[config.mk]
export PLATFORM = sky130hd
export DESIGN_NAME = flash_arbiter
export DESIGN_NICKNAME = d
export VERILOG_FILES = /design/src/rtl/flash_arbiter_pkg.sv /design/src/rtl/flash_arbiter_rr_pick.sv /design/src/rtl/flash_arbiter.sv
export SDC_FILE = /design/constraint.sdc
export NUM_CORES = 1
export LEC_CHECK = 0
export CAP_MARGIN = 25
export CELL_PAD_IN_SITES_DETAIL_PLACEMENT = 0
export CELL_PAD_IN_SITES_GLOBAL_PLACEMENT = 2
export CORE_ASPECT_RATIO = 0.5
export CORE_MARGIN = 2
export CORE_UTILIZATION = 30
export DETAILED_ROUTE_END_ITERATION = 8
export DONT_BUFFER_PORTS = 1
export GPL_ROUTABILITY_DRIVEN = 0
export PLACE_DENSITY_LB_ADDON = 0.1
export SLEW_MARGIN = 20
export SYNTH_ARGS = -nofsm -noshare
export SYNTH_HDL_FRONTEND = slang
export SYNTH_SLANG_ARGS = --single-unit
[constraint.sdc]
create_clock -name clk -period 4.5 [get_ports clk]
set_clock_uncertainty 0.05 [all_clocks]
set_input_delay 0.45 -clock clk [delete_from_list [all_inputs] [get_ports clk]]
set_output_delay 0.45 -clock clk [all_outputs]
set_load 0.03 [all_outputs]
[src/rtl/flash_arbiter_pkg.sv]
// flash_arbiter_pkg: shared definitions for the flash arbiter slice.
//   arb_state_e   - 3-bit arbiter FSM state encoding
//   FL_CMD_*      - encoding of a requester's req_we bit
//   FL_*_DEF      - default flash address / data widths
//   idx_width()   - width of a requester index (at least 1 bit)
package flash_arbiter_pkg;

  typedef enum logic [2:0] {
    ST_IDLE       = 3'd0,
    ST_ISSUE      = 3'd1,
    ST_WAIT_START = 3'd2,
    ST_WAIT_END   = 3'd3,
    ST_DONE       = 3'd4
  } arb_state_e;

  localparam logic FL_CMD_READ  = 1'b0;
  localparam logic FL_CMD_WRITE = 1'b1;

  localparam int unsigned FL_AW_DEF = 16;
  localparam int unsigned FL_DW_DEF = 8;

  function automatic int unsigned idx_width(input int unsigned n);
    return (n > 1) ? $clog2(n) : 1;
  endfunction

endpackage

[src/rtl/flash_arbiter_rr_pick.sv]
// flash_arbiter_rr_pick: combinational round-robin priority pick.
// Scans req starting at ptr and wrapping NREQ-1 -> 0; the first set bit wins.
//   req   in   NREQ  pending requests
//   ptr   in   PW    index with highest priority this cycle
//   grant out  NREQ  one-hot winner (all zero when nothing pending)
//   idx   out  PW    binary index of the winner
//   valid out  1     at least one request pending
module flash_arbiter_rr_pick
  import flash_arbiter_pkg::*;
#(
  parameter  int unsigned NREQ = 2,
  localparam int unsigned PW   = idx_width(NREQ)
) (
  input  logic [NREQ-1:0] req,
  input  logic [PW-1:0]   ptr,
  output logic [NREQ-1:0] grant,
  output logic [PW-1:0]   idx,
  output logic            valid
);

  always_comb begin
    logic [PW-1:0] cand;
    grant = '0;
    idx   = '0;
    valid = 1'b0;
    cand  = ptr;
    for (int unsigned i = 0; i < NREQ; i++) begin
      if (!valid && req[cand]) begin
        valid       = 1'b1;
        idx         = cand;
        grant[cand] = 1'b1;
      end
      cand = (cand == PW'(NREQ - 1)) ? '0 : cand + 1'b1;
    end
  end

endmodule

[src/rtl/flash_arbiter.sv]
// flash_arbiter: shares one flash_ctl SPI flash controller between NREQ
// requesters with round-robin arbitration. Each granted request produces one
// read or write strobe, waits for the controller's busy to rise and fall, then
// returns a one-cycle ack (and read data) to the winner.
// Optional feature macro: FLASH_ARB_TIMEOUT_EN - per-wait-phase timeout of
// TO_CYC cycles; expiry completes the transaction with err=1.
//   clk        in   1        clock, posedge
//   nreset     in   1        asynchronous reset, active-high
//   req        in   NREQ     request per requester, held until its ack
//   req_we     in   NREQ     1=write, 0=read
//   req_addr   in   NREQ*AW  requester i at [i*AW +: AW]
//   req_wdata  in   NREQ*DW  requester i at [i*DW +: DW]
//   ack        out  NREQ     one-cycle one-hot completion pulse
//   err        out  1        timeout abort, coincident with ack
//   rdata      out  DW       read data, valid with ack, held until next read
//   fl_read    out  1        one-cycle read strobe
//   fl_write   out  1        one-cycle write strobe
//   fl_addr    out  AW       address, stable from strobe to completion
//   fl_din     out  DW       write data, stable from strobe to completion
//   fl_dout    in   DW       read data from flash_ctl
//   fl_busy    in   1        flash_ctl busy
module flash_arbiter
  import flash_arbiter_pkg::*;
#(
  parameter int unsigned NREQ   = 2,
  parameter int unsigned AW     = FL_AW_DEF,
  parameter int unsigned DW     = FL_DW_DEF,
  parameter int unsigned TO_CYC = 4095
) (
  input  logic               clk,
  input  logic               nreset,
  input  logic [NREQ-1:0]    req,
  input  logic [NREQ-1:0]    req_we,
  input  logic [NREQ*AW-1:0] req_addr,
  input  logic [NREQ*DW-1:0] req_wdata,
  output logic [NREQ-1:0]    ack,
  output logic               err,
  output logic [DW-1:0]      rdata,
  output logic               fl_read,
  output logic               fl_write,
  output logic [AW-1:0]      fl_addr,
  output logic [DW-1:0]      fl_din,
  input  logic [DW-1:0]      fl_dout,
  input  logic               fl_busy
);

  localparam int unsigned PW = idx_width(NREQ);

  if (NREQ < 1 || NREQ > 8 || TO_CYC < 1) begin : g_bad_param
    $error("flash_arbiter: NREQ must be 1..8 and TO_CYC at least 1");
  end

  arb_state_e      state_q, state_d;
  logic [PW-1:0]   ptr_q;
  logic [NREQ-1:0] gnt_q;
  logic            we_q;

  logic [NREQ-1:0] pick_grant;
  logic [PW-1:0]   pick_idx;
  logic            pick_valid;

  logic            grant_en;
  logic            rd_d, wr_d, err_d, rdata_ld;
  logic [NREQ-1:0] ack_d;
  logic            timed_out;

  flash_arbiter_rr_pick #(
    .NREQ (NREQ)
  ) u_pick (
    .req   (req),
    .ptr   (ptr_q),
    .grant (pick_grant),
    .idx   (pick_idx),
    .valid (pick_valid)
  );

`ifdef FLASH_ARB_TIMEOUT_EN
  localparam int unsigned TW = $clog2(TO_CYC + 1);
  logic [TW-1:0] to_cnt_q;

  // Reloaded on entry to each wait phase: from ISSUE into WAIT_START and
  // from WAIT_START into WAIT_END.
  always_ff @(posedge clk or posedge nreset) begin
    if (nreset) begin
      to_cnt_q <= '0;
    end else if (state_q == ST_ISSUE || (state_q == ST_WAIT_START && fl_busy)) begin
      to_cnt_q <= TW'(TO_CYC);
    end else if ((state_q == ST_WAIT_START || state_q == ST_WAIT_END) && to_cnt_q != '0) begin
      to_cnt_q <= to_cnt_q - 1'b1;
    end
  end

  assign timed_out = (to_cnt_q == '0);
`else
  assign timed_out = 1'b0;
`endif

  always_ff @(posedge clk or posedge nreset) begin
    if (nreset) state_q <= ST_IDLE;
    else        state_q <= state_d;
  end

  // Strobes, ack and err are registered: the decision made in ISSUE shows as
  // a strobe in the first WAIT_START cycle, and the completion decision shows
  // as ack during DONE.
  always_comb begin
    state_d  = state_q;
    grant_en = 1'b0;
    rd_d     = 1'b0;
    wr_d     = 1'b0;
    ack_d    = '0;
    err_d    = 1'b0;
    rdata_ld = 1'b0;
    case (state_q)
      ST_IDLE: begin
        if (pick_valid && !fl_busy) begin
          grant_en = 1'b1;
          state_d  = ST_ISSUE;
        end
      end
      ST_ISSUE: begin
        wr_d    = (we_q == FL_CMD_WRITE);
        rd_d    = (we_q == FL_CMD_READ);
        state_d = ST_WAIT_START;
      end
      ST_WAIT_START: begin
        if (fl_busy) begin
          state_d = ST_WAIT_END;
        end else if (timed_out) begin
          state_d = ST_DONE;
          ack_d   = gnt_q;
          err_d   = 1'b1;
        end
      end
      ST_WAIT_END: begin
        if (!fl_busy) begin
          state_d  = ST_DONE;
          ack_d    = gnt_q;
          rdata_ld = (we_q == FL_CMD_READ);
        end else if (timed_out) begin
          state_d = ST_DONE;
          ack_d   = gnt_q;
          err_d   = 1'b1;
        end
      end
      ST_DONE: begin
        state_d = ST_IDLE;
      end
      default: begin
        state_d = ST_IDLE;
      end
    endcase
  end

  always_ff @(posedge clk or posedge nreset) begin
    if (nreset) begin
      ptr_q    <= '0;
      gnt_q    <= '0;
      we_q     <= 1'b0;
      fl_addr  <= '0;
      fl_din   <= '0;
      fl_read  <= 1'b0;
      fl_write <= 1'b0;
      ack      <= '0;
      err      <= 1'b0;
      rdata    <= '0;
    end else begin
      fl_read  <= rd_d;
      fl_write <= wr_d;
      ack      <= ack_d;
      err      <= err_d;
      if (rdata_ld) rdata <= fl_dout;
      if (grant_en) begin
        gnt_q   <= pick_grant;
        we_q    <= req_we[pick_idx];
        fl_addr <= req_addr[pick_idx*AW +: AW];
        fl_din  <= req_wdata[pick_idx*DW +: DW];
        ptr_q   <= (pick_idx == PW'(NREQ - 1)) ? '0 : pick_idx + 1'b1;
      end
    end
  end

endmodule

==> flow_summary_export.csv <==
group,metric,value,unit
power_and_ir_drop,p_int,974.7,uW
sta,fin_tns_setup,0,ns
synth,synth_nets,262,
layout,syn2layout_area_growth,10.06,%
critical_path,start_kind,"primary input",
global_route,track_usage,14.88,%
sta,min_period_over_period,50.01,%
placed_design,port_buffers,0,
synth,synth_ff_type,"dfrtp_1",
sta,rsz0062_at_grt,"false",
layout,diodes,0,
power_and_ir_drop,peakVddDrop,0.1896,mV
placed_design,pre_cts_ws,1.936,ns
layout,nNetsFinal,252,
clocking,cts.hold.buffers_added,0,
route,routed_wirelength,5.631,mm
synth,yosysTopAreaCell,"dfrtp_1",
global_route,grt_pass1_vias,1525,
synth,synth_warnings,0,
clocking,cts_tree,"done",
global_route,gr-usage-met2,20.60,%
die,die_x,122.0,um
power_and_ir_drop,power,1786,uW
sta,worst_pin_slew,1.017,ns
die,core_area,0.006700,mm2
die,die_h,63.02,um
global_route,antenna_found_initial,0,
sta,hold_violations,0,
power_and_ir_drop,p_per_area,776.6,mW/mm2
synth,synth_cells,199,
clocking,numCtsBuffers,5,
die,dieArea,0.007689,mm2
power_and_ir_drop,p_leak,0.0008558,uW
route,wl_per_cell,20.04,um
sta,fmax,444.3,MHz
synth,yosysMostFrequentCell,"a31oi_1",
sta,finalWorstSetupSlack,2.249,ns
synth,synth.cells.most_frequent,"a31oi_1, dfrtp_1, nand3b_1, o21ai_0, clkbuf_1",
route,dr.first_iter.drc_count,130,
route,ant_nets,0,
layout,drive_above_1_share,14.81,%
synth,netlist.area_leader.share,51.50,%
synth,ys_types,28,
clocking,clk_latency,0.29,ns
synth,yosys_register_bits,43,
sta,drv_slew,0,
placed_design,place_area,0.002126,mm2
clocking,htree_levels,2,
power_and_ir_drop,seq_power_share,56.5,%
layout,seqCellArea,0.001076,mm2
critical_path,r2r_slack,2.33,ns
layout,design_area,0.002300,mm2
global_route,grt_pass1_wl,8.638,mm
route,vias,1529,
die,num_rows,21,
sta,relSlewSlack,32.22,%
route,viasPerCell,5.441,
status,status,"complete, no violations",
critical_path,cp.required,4.62,ns
layout,multi_input_area,885.9,um2
synth,async_flop_share,100.0,%
job,max_cap_violations,0,
sta,finalSetupViolCount,0,
global_route,gr-max-usage-layer,"met2",
power_and_ir_drop,p_clk_share,20.2,%
clocking,clk_pin_slew_worst_paths,0.06,ns
clocking,post_cts_buffers,0,
global_route,use_met1,20.37,%
synth,synth_edf_count,0,
critical_path,path_class,"in -> reg",
die,start_util,31.19,%
clocking,root_buffer,"clkbuf_16",
synth,avgSynthCellArea,10.50,um2
placed_design,hpwl,3.693,mm
global_route,gr-total-overflow,0,
route,drt-pass1-iter-count,4,
sta,period_minus_slack,2.251,ns
clocking,cts_sinks,43,
power_and_ir_drop,sw_frac_of_total,45.42,%
route,drc_errors,0,
synth,ys_top_cells_by_area,"dfrtp_1, a31oi_1, nand3b_1",
hold_path,hp-class,"in -> reg",
power_and_ir_drop,comb_power_share,23.4,%
clocking,cts.path.max_buffers,2,
critical_path,cp_max_fo,28,
synth,synth.cell_area,0.002090,mm2
critical_path,worst_setup_path_end_kind,"flip-flop",
clocking,cts_resized,0,
global_route,grt_max_degree,44,
global_route,met3_usage,6.934,%
layout,nFillCells,690,
die,ioPinCount,100,
power_and_ir_drop,power.switching,811.3,uW
critical_path,arrival,2.37,ns
synth,seq_area_frac_synth,51.50,%
-- registers in the layout (all words and copies together) (netlist names) --
signal	cells
state_q	3
we_q	1
rdata	8
fl_addr	16
ack	2
fl_write	1
gnt_q	2
fl_read	1
ptr_q	1
fl_din	8
-- critical path: stages --
cell and delay [ns]:
or2_1 0.75, and3_1 0.60, buf_8 0.24, mux2_4 0.31
-- per-layer routing --
layer,wire length (um),vias up
met5,0,-
met4,69,0
met3,603,8
met2,2359,63
met1,2598,727
li1,-,731
-- path summary, 6_finish.rpt --
path | start | endpoint | depth (start not counted)
worst max register to register | state_q[2] | ptr_q | 5
worst min-delay path | fl_busy | state_q[2] | 1
worst min register to register | gnt_q[0] | gnt_q[0] | 1
worst max-delay path | req[1] | ptr_q | 4
min in group asynchronous | nreset | rdata[6] | 2
max in group asynchronous | nreset | fl_addr[6] | 3
-- metrics by stage --
step | util (%) | instances | hold WS (ns)
after floorplan | - | 199 | 0.4037
after global placement | 31.50 | 271 | 0.4600
after detailed placement | 31.73 | 272 | 0.4629
after CTS | 33.87 | 279 | 0.1750
after global routing | 34.32 | 281 | 0.1730
final | 34.32 | 281 | 0.1881
-- power by group through the flow --
stage	Clock, uW	Combinational, uW	Sequential (uW)
floorplan	0	359	965
global placement	0	409	1020
detailed placement	0	419	1020
CTS	375	421	1020
global route	392	472	1030
finish	360	417	1010
-- cells by family after synthesis --
kind of cell	count (synthesis)	share of synthesized area [%]
compound gates	76	21.20
buf+inv	26	6.467
other cells	1	0.1795
simple gates	42	14.43
flops	43	51.50
mux	11	6.228
-- layout by cell type, fill, tap and decap left out, drive strengths merged --
master	count
a31oi	50
inv	3
or2	1
nand3b	26
mux2i	1
nand2b	1
nor2	3
conb	1
and2	1
nor4	2
and3	1
nor3	2
nor4bb	1
buf	5
nand2	2
clkinv	1
dfrtp	43
clkbuf	6
o21ai	25
dlygate4sd3	1
a21oi	1
nor4b	1
mux2	10
nor2b	1
-- cell type report --
cell class	count	area share, %
Clock buffer	6	6.039
Clock inverter	1	0.2176
Inverter	3	0.4897
Multi-Input combinational cell	130	38.52
Sequential cell	43	46.79
Tap cell	92	5.005
Timing Repair Buffer	6	2.938
Note: power is estimated with default switching activity, not from simulation.
